$ cat config.mk
export PLATFORM = sky130hd
export DESIGN_NAME = esdi_read_serializer
export DESIGN_NICKNAME = d
export VERILOG_FILES = /design/src/rtl/esdi_read_serializer.sv
export SDC_FILE = /design/constraint.sdc
export NUM_CORES = 1
export LEC_CHECK = 0
export CORE_ASPECT_RATIO = 0.6
export CORE_MARGIN = 2
export CORE_UTILIZATION = 23
export DETAILED_ROUTE_END_ITERATION = 16
export HOLD_SLACK_MARGIN = 0.02
export SLEW_MARGIN = 20
export SYNTH_ARGS = -nofsm -noshare
export SYNTH_HDL_FRONTEND = slang
export SYNTH_SLANG_ARGS = --single-unit
$ cat constraint.sdc
create_clock -name aclk -period 7.7 [get_ports aclk]
set_clock_uncertainty 0.1 [all_clocks]
set_input_delay 2.31 -clock aclk [delete_from_list [all_inputs] [get_ports aclk]]
set_output_delay 2.31 -clock aclk [all_outputs]
set_load 0.1 [all_outputs]
$ cat src/rtl/esdi_read_serializer.sv
// ESDI read-path serializer: turns AXI-Stream sector bytes into an MSB-first
// bit stream on the ESDI read data/clock pair, aligned to the sector timing.
// read_data_valid marks the first aclk of each bit cell for the write capture
// loopback. Bytes pass through a single-entry hold buffer, so one byte can be
// prefetched before the sector starts.
module esdi_read_serializer #(
   parameter int CLKS_PER_BIT = 10,
   parameter int START_CYCLE  = 2
) (
   input  logic        aclk,
   input  logic        aresetn,
   input  logic        enable,
   input  logic [9:0]  sector_length,
   input  logic [7:0]  sector_number,
   input  logic [31:0] cycle_count,
   input  logic        status_clear,
   input  logic        parallel_tvalid,
   output logic        parallel_tready,
   input  logic [7:0]  parallel_tdata,
   input  logic        parallel_tlast,
   input  logic [7:0]  parallel_tid,
   output logic        esdi_read_data,
   output logic        esdi_read_clock,
   output logic        esdi_read_data_ungated,
   output logic        read_data_valid,
   output logic        sector_done,
   output logic        underrun,
   output logic        tid_mismatch,
   output logic        frame_error
);

   localparam int              PW     = $clog2(CLKS_PER_BIT);
   localparam logic [PW-1:0]   P_LAST = PW'(CLKS_PER_BIT - 1);
   localparam logic [PW-1:0]   P_HALF = PW'(CLKS_PER_BIT / 2);

   typedef enum logic [1:0] {IDLE, WAIT_START, SHIFT, DISCARD} state_t;

   state_t        state, state_next;

   logic [PW-1:0] phase, phase_next;
   logic [12:0]   bit_idx;
   logic [12:0]   total_bits;
   logic [9:0]    byte_num;
   logic [7:0]    shreg;
   logic [7:0]    latched_sector;

   logic          hold_full, hold_last;
   logic [7:0]    hold_data, hold_tid;
   logic          dropping, frame_start;

   logic          data_p1, valid_p1, done_p1, clock_p1;
   logic          underrun_q, tid_mismatch_q, frame_error_q;

   logic          cc_hit, start_hit, restart, sector_end, cell_start;
   logic          byte_load, load_hold, tid_bad, early_last, late_last;
   logic          underrun_set, drop_set;
   logic [7:0]    load_byte;
   logic          out_bit;
   logic          beat_fire, beat_drop;

   assign total_bits = {sector_length, 3'b000};
   assign byte_num   = bit_idx[12:3] + 10'd1;
   assign cc_hit     = (cycle_count == 32'(START_CYCLE));

   // State register; reset and disable both land in IDLE.
   always_ff @(posedge aclk or negedge aresetn) begin
      if (!aresetn)
         state <= IDLE;
      else
         state <= state_next;
   end

   // Next state plus per-cycle decisions: sector start/restart, cell start, byte load and frame checks.
   always_comb begin
      state_next   = state;
      start_hit    = 1'b0;
      restart      = 1'b0;
      sector_end   = 1'b0;
      cell_start   = 1'b0;
      byte_load    = 1'b0;
      load_hold    = 1'b0;
      tid_bad      = 1'b0;
      early_last   = 1'b0;
      late_last    = 1'b0;
      underrun_set = 1'b0;
      drop_set     = 1'b0;
      load_byte    = 8'h00;
      if (!enable) begin
         state_next = IDLE;
      end else begin
         case (state)
            IDLE: state_next = WAIT_START;
            WAIT_START: begin
               if (cc_hit) begin
                  start_hit  = 1'b1;
                  state_next = SHIFT;
               end
            end
            SHIFT, DISCARD: begin
               if (cc_hit) begin
                  // Timing wrapped before this sector finished: start over on the new one.
                  start_hit  = 1'b1;
                  restart    = 1'b1;
                  state_next = SHIFT;
               end else if (phase == '0) begin
                  if (bit_idx == total_bits) begin
                     sector_end = 1'b1;
                     state_next = WAIT_START;
                  end else begin
                     cell_start = 1'b1;
                     // DISCARD never loads; the shift register has already drained to zeros.
                     if (bit_idx[2:0] == 3'd0 && state == SHIFT) begin
                        byte_load = 1'b1;
                        if (!hold_full) begin
                           underrun_set = 1'b1;
                        end else begin
                           load_hold = 1'b1;
                           if (frame_start && hold_tid != latched_sector) begin
                              tid_bad    = 1'b1;
                              state_next = DISCARD;
                              drop_set   = !hold_last;
                           end else begin
                              load_byte = hold_data;
                              if (hold_last && byte_num != sector_length) begin
                                 early_last = 1'b1;
                                 state_next = DISCARD;
                              end else if (!hold_last && byte_num == sector_length) begin
                                 late_last = 1'b1;
                                 drop_set  = 1'b1;
                              end
                           end
                        end
                     end
                  end
               end
            end
            default: state_next = IDLE;
         endcase
      end
   end

   // Bit-cell phase: free-running, realigned to 0 at sector start, parked at 0 while disabled.
   always_comb begin
      phase_next = '0;
      if (enable && !start_hit)
         phase_next = (phase == P_LAST) ? '0 : phase + 1'b1;
   end

   assign out_bit         = byte_load ? load_byte[7] : shreg[7];
   assign parallel_tready = enable && (state != IDLE) && (dropping || !hold_full || load_hold);
   assign beat_fire       = parallel_tvalid && parallel_tready;
   assign beat_drop       = dropping || drop_set;

   // Control and output registers: phase, bit counter, line outputs, hold occupancy, frame tracking.
   always_ff @(posedge aclk or negedge aresetn) begin
      if (!aresetn) begin
         phase       <= '0;
         bit_idx     <= '0;
         data_p1     <= 1'b0;
         valid_p1    <= 1'b0;
         done_p1     <= 1'b0;
         clock_p1    <= 1'b0;
         hold_full   <= 1'b0;
         dropping    <= 1'b0;
         frame_start <= 1'b1;
      end else if (!enable) begin
         phase       <= '0;
         bit_idx     <= '0;
         data_p1     <= 1'b0;
         valid_p1    <= 1'b0;
         done_p1     <= 1'b0;
         clock_p1    <= 1'b0;
         hold_full   <= 1'b0;
         dropping    <= 1'b0;
         frame_start <= 1'b1;
      end else begin
         phase    <= phase_next;
         clock_p1 <= (phase_next >= P_HALF);
         valid_p1 <= cell_start;
         done_p1  <= sector_end;
         if (start_hit) begin
            bit_idx <= '0;
            data_p1 <= 1'b0;
         end else if (sector_end) begin
            data_p1 <= 1'b0;
         end else if (cell_start) begin
            bit_idx <= bit_idx + 13'd1;
            data_p1 <= out_bit;
         end
         if (beat_fire && !beat_drop)
            hold_full <= 1'b1;
         else if (load_hold)
            hold_full <= 1'b0;
         // A tlast dropped in the same cycle must override the consumed byte's frame_start.
         if (load_hold)
            frame_start <= hold_last;
         if (beat_fire && beat_drop && parallel_tlast)
            frame_start <= 1'b1;
         dropping <= beat_drop && !(beat_fire && parallel_tlast);
      end
   end

   // Data-only registers: shift register, hold buffer contents and latched sector number.
   always_ff @(posedge aclk) begin
      if (start_hit)
         latched_sector <= sector_number;
      if (cell_start)
         shreg <= byte_load ? {load_byte[6:0], 1'b0} : {shreg[6:0], 1'b0};
      if (beat_fire && !beat_drop) begin
         hold_data <= parallel_tdata;
         hold_tid  <= parallel_tid;
         hold_last <= parallel_tlast;
      end
   end

   // Sticky status flags; a set in the same cycle as status_clear wins, and disable keeps them.
   always_ff @(posedge aclk or negedge aresetn) begin
      if (!aresetn) begin
         underrun_q     <= 1'b0;
         tid_mismatch_q <= 1'b0;
         frame_error_q  <= 1'b0;
      end else begin
         underrun_q     <= (underrun_q && !status_clear) || underrun_set;
         tid_mismatch_q <= (tid_mismatch_q && !status_clear) || tid_bad;
         frame_error_q  <= (frame_error_q && !status_clear) || early_last || late_last || restart;
      end
   end

   assign esdi_read_data         = data_p1;
   assign esdi_read_data_ungated = data_p1;
   assign esdi_read_clock        = clock_p1;
   assign read_data_valid        = valid_p1;
   assign sector_done            = done_p1;
   assign underrun               = underrun_q;
   assign tid_mismatch           = tid_mismatch_q;
   assign frame_error            = frame_error_q;

endmodule

==> results of run 1 <==
[power breakdown]
| group | switching (mW) | internal [mW] |
|---|---|---|
| clock | 0.145 | 0.250 |
| combinational | 0.0618 | 0.0560 |
| sequential | 0.0102 | 0.358 |
| total | 0.217 | 0.663 |
[worst max-delay path, delay by kind of cell]
family | cells | cell delay, ns
simple gates | 4 | 0.96
buf+inv | 2 | 0.69
compound gates | 1 | 0.22
xor+xnor | 1 | 0.36
[metrics by stage]
stage | cells | instance area, sq um
after floorplan | 283 | 3200
after global placement | 534 | 4190
after detailed placement | 534 | 4190
after CTS | 550 | 4480
after global routing | 550 | 4480
final | 550 | 4480
[worst max path at each step]
stage / slack (ns) / end / startpoint
floorplan: 0.78 / parallel_tready / cycle_count[1]
global placement: 0.85 / parallel_tready / sector_length[4]
detailed placement: 0.78 / parallel_tready / sector_length[4]
CTS: 0.75 / parallel_tready / sector_length[4]
global route: 0.53 / parallel_tready / sector_length[2]
finish: 0.74 / parallel_tready / sector_length[4]
[area by class of cell]
| type | instances | area share, % |
|---|---|---|
| repair buffers | 84 | 18.5 |
| well taps | 175 | 4.89 |
| multi-input cells | 204 | 31.6 |
| clock inverters | 6 | 1.42 |
| flip-flops and latches | 61 | 37.7 |
| inverters | 10 | 0.838 |
| clock buffers | 10 | 5.11 |
[registers in the layout (all words and copies together) (netlist names), 2 cells and up]
register        count
shreg               7
phase               4
hold_tid            8
hold_data           8
bit_idx            13
latched_sector      8
state               2
[cells by family (layout without fill, tap and decap cells)]
logic type	count (synthesis)	after routing	share of synthesized area (%)
buffers and inverters	18	110	2.86
adder cells (fa/ha/maj)	6	6	2.35
flip-flops	61	61	52.8
XOR/XNOR	25	25	6.85
AND/OR/NAND/NOR	110	110	20.4
AO/OA/AOI/OAI	59	59	13.4
multiplexers	4	4	1.33
[routing by layer]
layer	vias to the layer above	track usage, %	part of all wire (%)
li1	1270	-	-
met1	1226	16.8	47
met2	108	19.2	43
met3	2	4.86	9.4
met4	0	3.44	0.24
met5	-	0	0
[placed cells by master (no fill, tap or decap), types with 5 or more instances in the layout]
cell             netlist  final
ha_1                   6      6
nand3_1               11     11
nand4_1                6      6
o21ai_0               10     10
nor4_1                14     14
xnor2_1               15     15
buf_4                  1      5
edfxtp_1              32     32
clkdlybuf4s50_1        0     79
nor2_1                19     19
a21oi_1                8      8
inv_1                 10     10
a22o_1                 8      8
nor3_1                 7      7
o211ai_1               5      5
xor2_1                10     10
clkbuf_16              0      9
dfrtp_1               28     28
or3_1                  5      5
nand2_1               15     15
==> impl_metrics.py, run 1 <==
metrics = {
    "run_status": {
        "status": "complete, no violations",
    },
    "clock_network": {
        "cts_setup_buffers": 0,
        "cts_max_level": 3,
        "cts_buffers": 9,
        "cts_hold_buf": 0,
        "root_buffer": "clkbuf_16",
        "cts-resized-gates": 0,
        "clkTransAtPathRegs_ns": 0.05,
        "cts_tree": "built",
        "cts_sinks": 61,
        "clk_latency_ns": 0.33,
        "clockBufferDepth": 2,
    },
    "sta": {
        "slew_viol_final": 0,
        "fmax_mhz": 144,
        "rsz0062_at_grt": "no",
        "fin_crit_sh_pct": 90.3,
        "setup_tns_ns": 0,
        "setup_viol": 0,
        "setup_ws_ns": 0.743,
        "holdWs_ns": 0.389,
        "slew_headroom_pct": 33.9,
        "finalCriticalPeriod_ns": 6.96,
        "hold_violations": 0,
        "tightest_slew_ns": 0.989,
    },
    "route": {
        "via_per_inst": 4.74,
        "drtIter0Drc": 160,
        "wl_per_cell_microns": 16.0,
        "drt_pass1_iterations": 4,
        "drc": 0,
        "antenna_left": 0,
        "vias": 2606,
        "wl_mm": 8.81,
    },
    "die": {
        "ioPinCount": 81,
        "die_x_microns": 156,
        "coreArea_sq_mm": 0.0136,
        "num_rows": 33,
        "dieArea_sq_mm": 0.0149,
        "die_y_microns": 95.3,
        "start_util_pct": 23.5,
    },
    "synth": {
        "synth_area_sq_mm": 0.00320,
        "ys_async_sr_fraction_pct": 47.5,
        "syn_avg_cell_area_sq_um": 11.3,
        "yosys.area.top_type": "edfxtp_1",
        "yosys-top-cells-area": "edfxtp_1, dfrtp_1, xnor2_1",
        "synth_edf_count": 32,
        "synth.net_count": 361,
        "synthTopCellsByCount": "edfxtp_1, dfrtp_1, nor2_1",
        "ys_types": 64,
        "ys_seq_area_share_pct": 52.8,
        "synthFlopType": "edfxtp_1",
        "synthCells": 283,
        "ys_ff_latch": 61,
        "synth_top_cell_area_share_pct": 30.1,
        "synth_most_common_cell": "edfxtp_1",
        "ys_warn_count": 0,
    },
    "worst_setup_path": {
        "critPathMaxStageDelay_ns": 0.54,
        "crit_chain": "clkdlybuf4s50_1 > xnor2_1 > nand4_1 > nor3_2 > o41ai_1 > nor2_1 > nor2_1 > buf_4",
        "reg2reg_depth": 7,
        "reg2reg_slack_ns": 4.23,
        "worst_setup_path_end_kind": "primary output",
        "path_class": "in -> out",
        "worstPathRequired_ns": 5.29,
        "cp-start-kind": "input port",
        "critPathMaxFanout": 10,
        "cp_common_cell": "nor2_1",
        "r2r_end": "hold_data[5]",
        "cp.arrival_ns": 4.55,
        "cpMaxStageDelayCell": "nor3_2",
        "rr_startpoint": "bit_idx[3]",
    },
    "layout": {
        "multiInputGateArea_sq_mm": 0.00142,
        "post-route-util_pct": 32.9,
        "fillers": 1378,
        "num_antenna_cells": 0,
        "area.growth.synth_to_final_pct": 40.3,
        "drive_gt1_share_pct": 8.53,
        "nets": 448,
        "seqCellArea_sq_mm": 0.00169,
    },
    "global_routing": {
        "antenna_found_initial": 0,
        "grt_pass1_vias": 2678,
        "grt_pass1_wl_mm": 14.1,
        "grt_max_degree": 30,
        "groute.usage.overall_pct": 12.6,
        "grt_overflow_total": 0,
    },
    "power": {
        "p_per_area_mw_per_mm2": 196,
        "power_mw": 0.880,
        "power_leakage_nw": 1.59,
        "irDropWorstVdd_mv": 0.100,
    },
    "worst_hold_path": {
        "whs_endpoint": "tid_mismatch",
        "min_path_type": "reg -> reg",
        "hp-start": "tid_mismatch",
        "whs_path_depth": 1,
    },
    "job": {
        "cap_violations": 0,
    },
    "placed_design": {
        "dpl.hpwl_mm": 6.74,
        "numPortBuffers": 80,
        "pre_cts_ws_ns": 0.779,
        "place_congestion": 0.835,
    },
}
Note: power is estimated with default switching activity, not from simulation.
==> run 2, diff against run 1 <==
PLACE_DENSITY = 0.41   (was default)
==> impl_metrics.py, run 2 (synthesized netlist as in run 1, its figures left out) <==
metrics = {
    "clock_network": {
        "clkTransAtPathRegs_ns": 0.05,
        "cts_hold_buf": 0,
        "clk_latency_ns": 0.32,
        "cts_buffers": 9,
        "root_buffer": "clkbuf_16",
        "cts-resized-gates": 0,
        "cts_sinks": 61,
        "clockBufferDepth": 2,
        "cts_tree": "built",
        "cts_setup_buffers": 0,
        "cts_max_level": 3,
    },
    "worst_setup_path": {
        "cp.arrival_ns": 4.38,
        "worst_setup_path_end_kind": "primary output",
        "cp-start-kind": "input port",
        "cp_common_cell": "nor2_1",
        "path_buf_inv": 2,
        "cpMaxStageDelayCell": "clkdlybuf4s50_1",
        "crit_chain": "clkdlybuf4s50_1 > nor4b_1 > nand4_1 > nor2_1 > o41ai_1 > nor2_1 > nor2_1 > buf_4",
        "reg2reg_depth": 7,
        "critPathMaxFanout": 6,
        "critPathMaxStageDelay_ns": 0.40,
        "path_class": "in -> out",
        "reg2reg_slack_ns": 4.23,
        "worstPathRequired_ns": 5.29,
        "r2r_end": "hold_data[6]",
        "rr_startpoint": "bit_idx[3]",
        "crit_family": "simple AND/OR/NAND/NOR gates",
    },
    "layout": {
        "layout_commonest_cell": "clkdlybuf4s50_1",
        "instances_no_fill": 550,
        "largest_register": "bit_idx",
        "nets": 448,
        "num_antenna_cells": 0,
        "final_cell_mix": "clkdlybuf4s50_1, edfxtp_1, dfrtp_1",
        "drive_gt1_share_pct": 8.53,
        "area.growth.synth_to_final_pct": 41.1,
        "largest_register_ffs": 13,
    },
    "power": {
        "p_sw_mw": 0.214,
        "seq_power_share_pct": 40.0,
        "irDropWorstVdd_mv": 0.112,
        "switching_share_pct": 23.3,
        "combPwrFrac_pct": 12.9,
        "p_per_area_mw_per_mm2": 204,
        "p_int_mw": 0.705,
        "power_leakage_nw": 1.61,
        "clockPowerShare_pct": 47.1,
    },
    "route": {
        "vias": 2590,
        "wl_mm": 8.94,
        "antenna_left": 0,
        "drt_pass1_iterations": 4,
        "drtIter0Drc": 196,
        "wl_per_cell_microns": 16.3,
        "via_per_inst": 4.71,
        "drc": 0,
    },
    "die": {
        "coreArea_sq_mm": 0.0136,
        "ioPinCount": 81,
        "die_y_microns": 95.3,
        "die_x_microns": 156,
        "num_rows": 33,
        "start_util_pct": 23.5,
        "dieArea_sq_mm": 0.0149,
    },
    "worst_hold_path": {
        "whs_path_depth": 1,
        "hp-start": "tid_mismatch",
        "whs_endpoint": "tid_mismatch",
        "min_path_type": "reg -> reg",
    },
    "sta": {
        "holdWs_ns": 0.395,
        "slew_viol_final": 0,
        "setup_tns_ns": 0,
        "setup_viol": 0,
        "finalCriticalPeriod_ns": 6.79,
        "setup_ws_ns": 0.907,
        "rsz0062_at_grt": "no",
        "fmax_mhz": 147,
        "tightest_slew_ns": 0.999,
        "hold_violations": 0,
        "fin_crit_sh_pct": 88.2,
        "slew_headroom_pct": 33.2,
    },
    "global_routing": {
        "groute.usage.overall_pct": 12.7,
        "grt_overflow_total": 0,
        "grt_max_degree": 30,
        "grt_pass1_wl_mm": 14.0,
        "grt_pass1_vias": 2576,
        "antenna_found_initial": 0,
    },
    "placed_design": {
        "pre_cts_ws_ns": 0.893,
        "dpl.cell_count": 534,
        "place_congestion": 0.823,
        "numPortBuffers": 80,
        "dpl.hpwl_mm": 6.73,
    },
    "job": {
        "cap_violations": 0,
    },
    "run_status": {
        "status": "complete, no violations",
    },
}
==> run 2: changes by cell type in the layout (fill, tap and decap cells not counted), sizes merged <==
cell | previous run | this run
clkinv | 4 | 1
clkbuf | 10 | 12
bufinv | 1 | 2
==> run 2: power groups by stage <==
stage | clock [mW] | sequential, mW | combinational, mW
final | 0.432 | 0.368 | 0.119
after global routing | 0.462 | 0.369 | 0.128
after CTS | 0.443 | 0.368 | 0.120
after detailed placement | 0 | 0.374 | 0.119
after global placement | 0 | 0.374 | 0.119
after floorplan | 0 | 0.382 | 0.0470
==> run 2: cell type report <==
cell class	instances	area, sq um
clock buffer	12	246
inverter	10	37.5
sequential	61	1690
multi-input combinational	204	1420
clock inverter	4	72.6
timing repair buffer	84	828
tap	175	219
fill	1401	9120
==> run 2: worst max path at each step <==
| stage | cells past startpoint | end | slack [ns] | startpoint |
|---|---|---|---|---|
| 3_5_place_dp | 8 | parallel_tready | 0.89 | cycle_count[0] |
| 5_1_grt | 8 | parallel_tready | 0.69 | cycle_count[17] |
| 4_1_cts | 8 | parallel_tready | 0.88 | cycle_count[0] |
| 3_3_place_gp | 8 | parallel_tready | 1.0 | cycle_count[0] |
| 2_1_floorplan | 6 | parallel_tready | 0.78 | cycle_count[1] |
| 6_report | 8 | parallel_tready | 0.91 | cycle_count[0] |
==> run 2: metal layers <==
layer,share of wire (%),track usage [%]
met1,54,18.8
met2,38,17.5
met3,6.5,4.14
met4,1.1,3.44
met5,0,0
==> run 2: through the flow <==
step	util [%]	power (mW)	area (sq um)
after detailed placement	30.7	0.493	4190
final	33.1	0.919	4510
after global placement	30.7	0.494	4190
after global routing	33.1	0.960	4510
after CTS	33.1	0.931	4510
after floorplan	-	0.429	3200
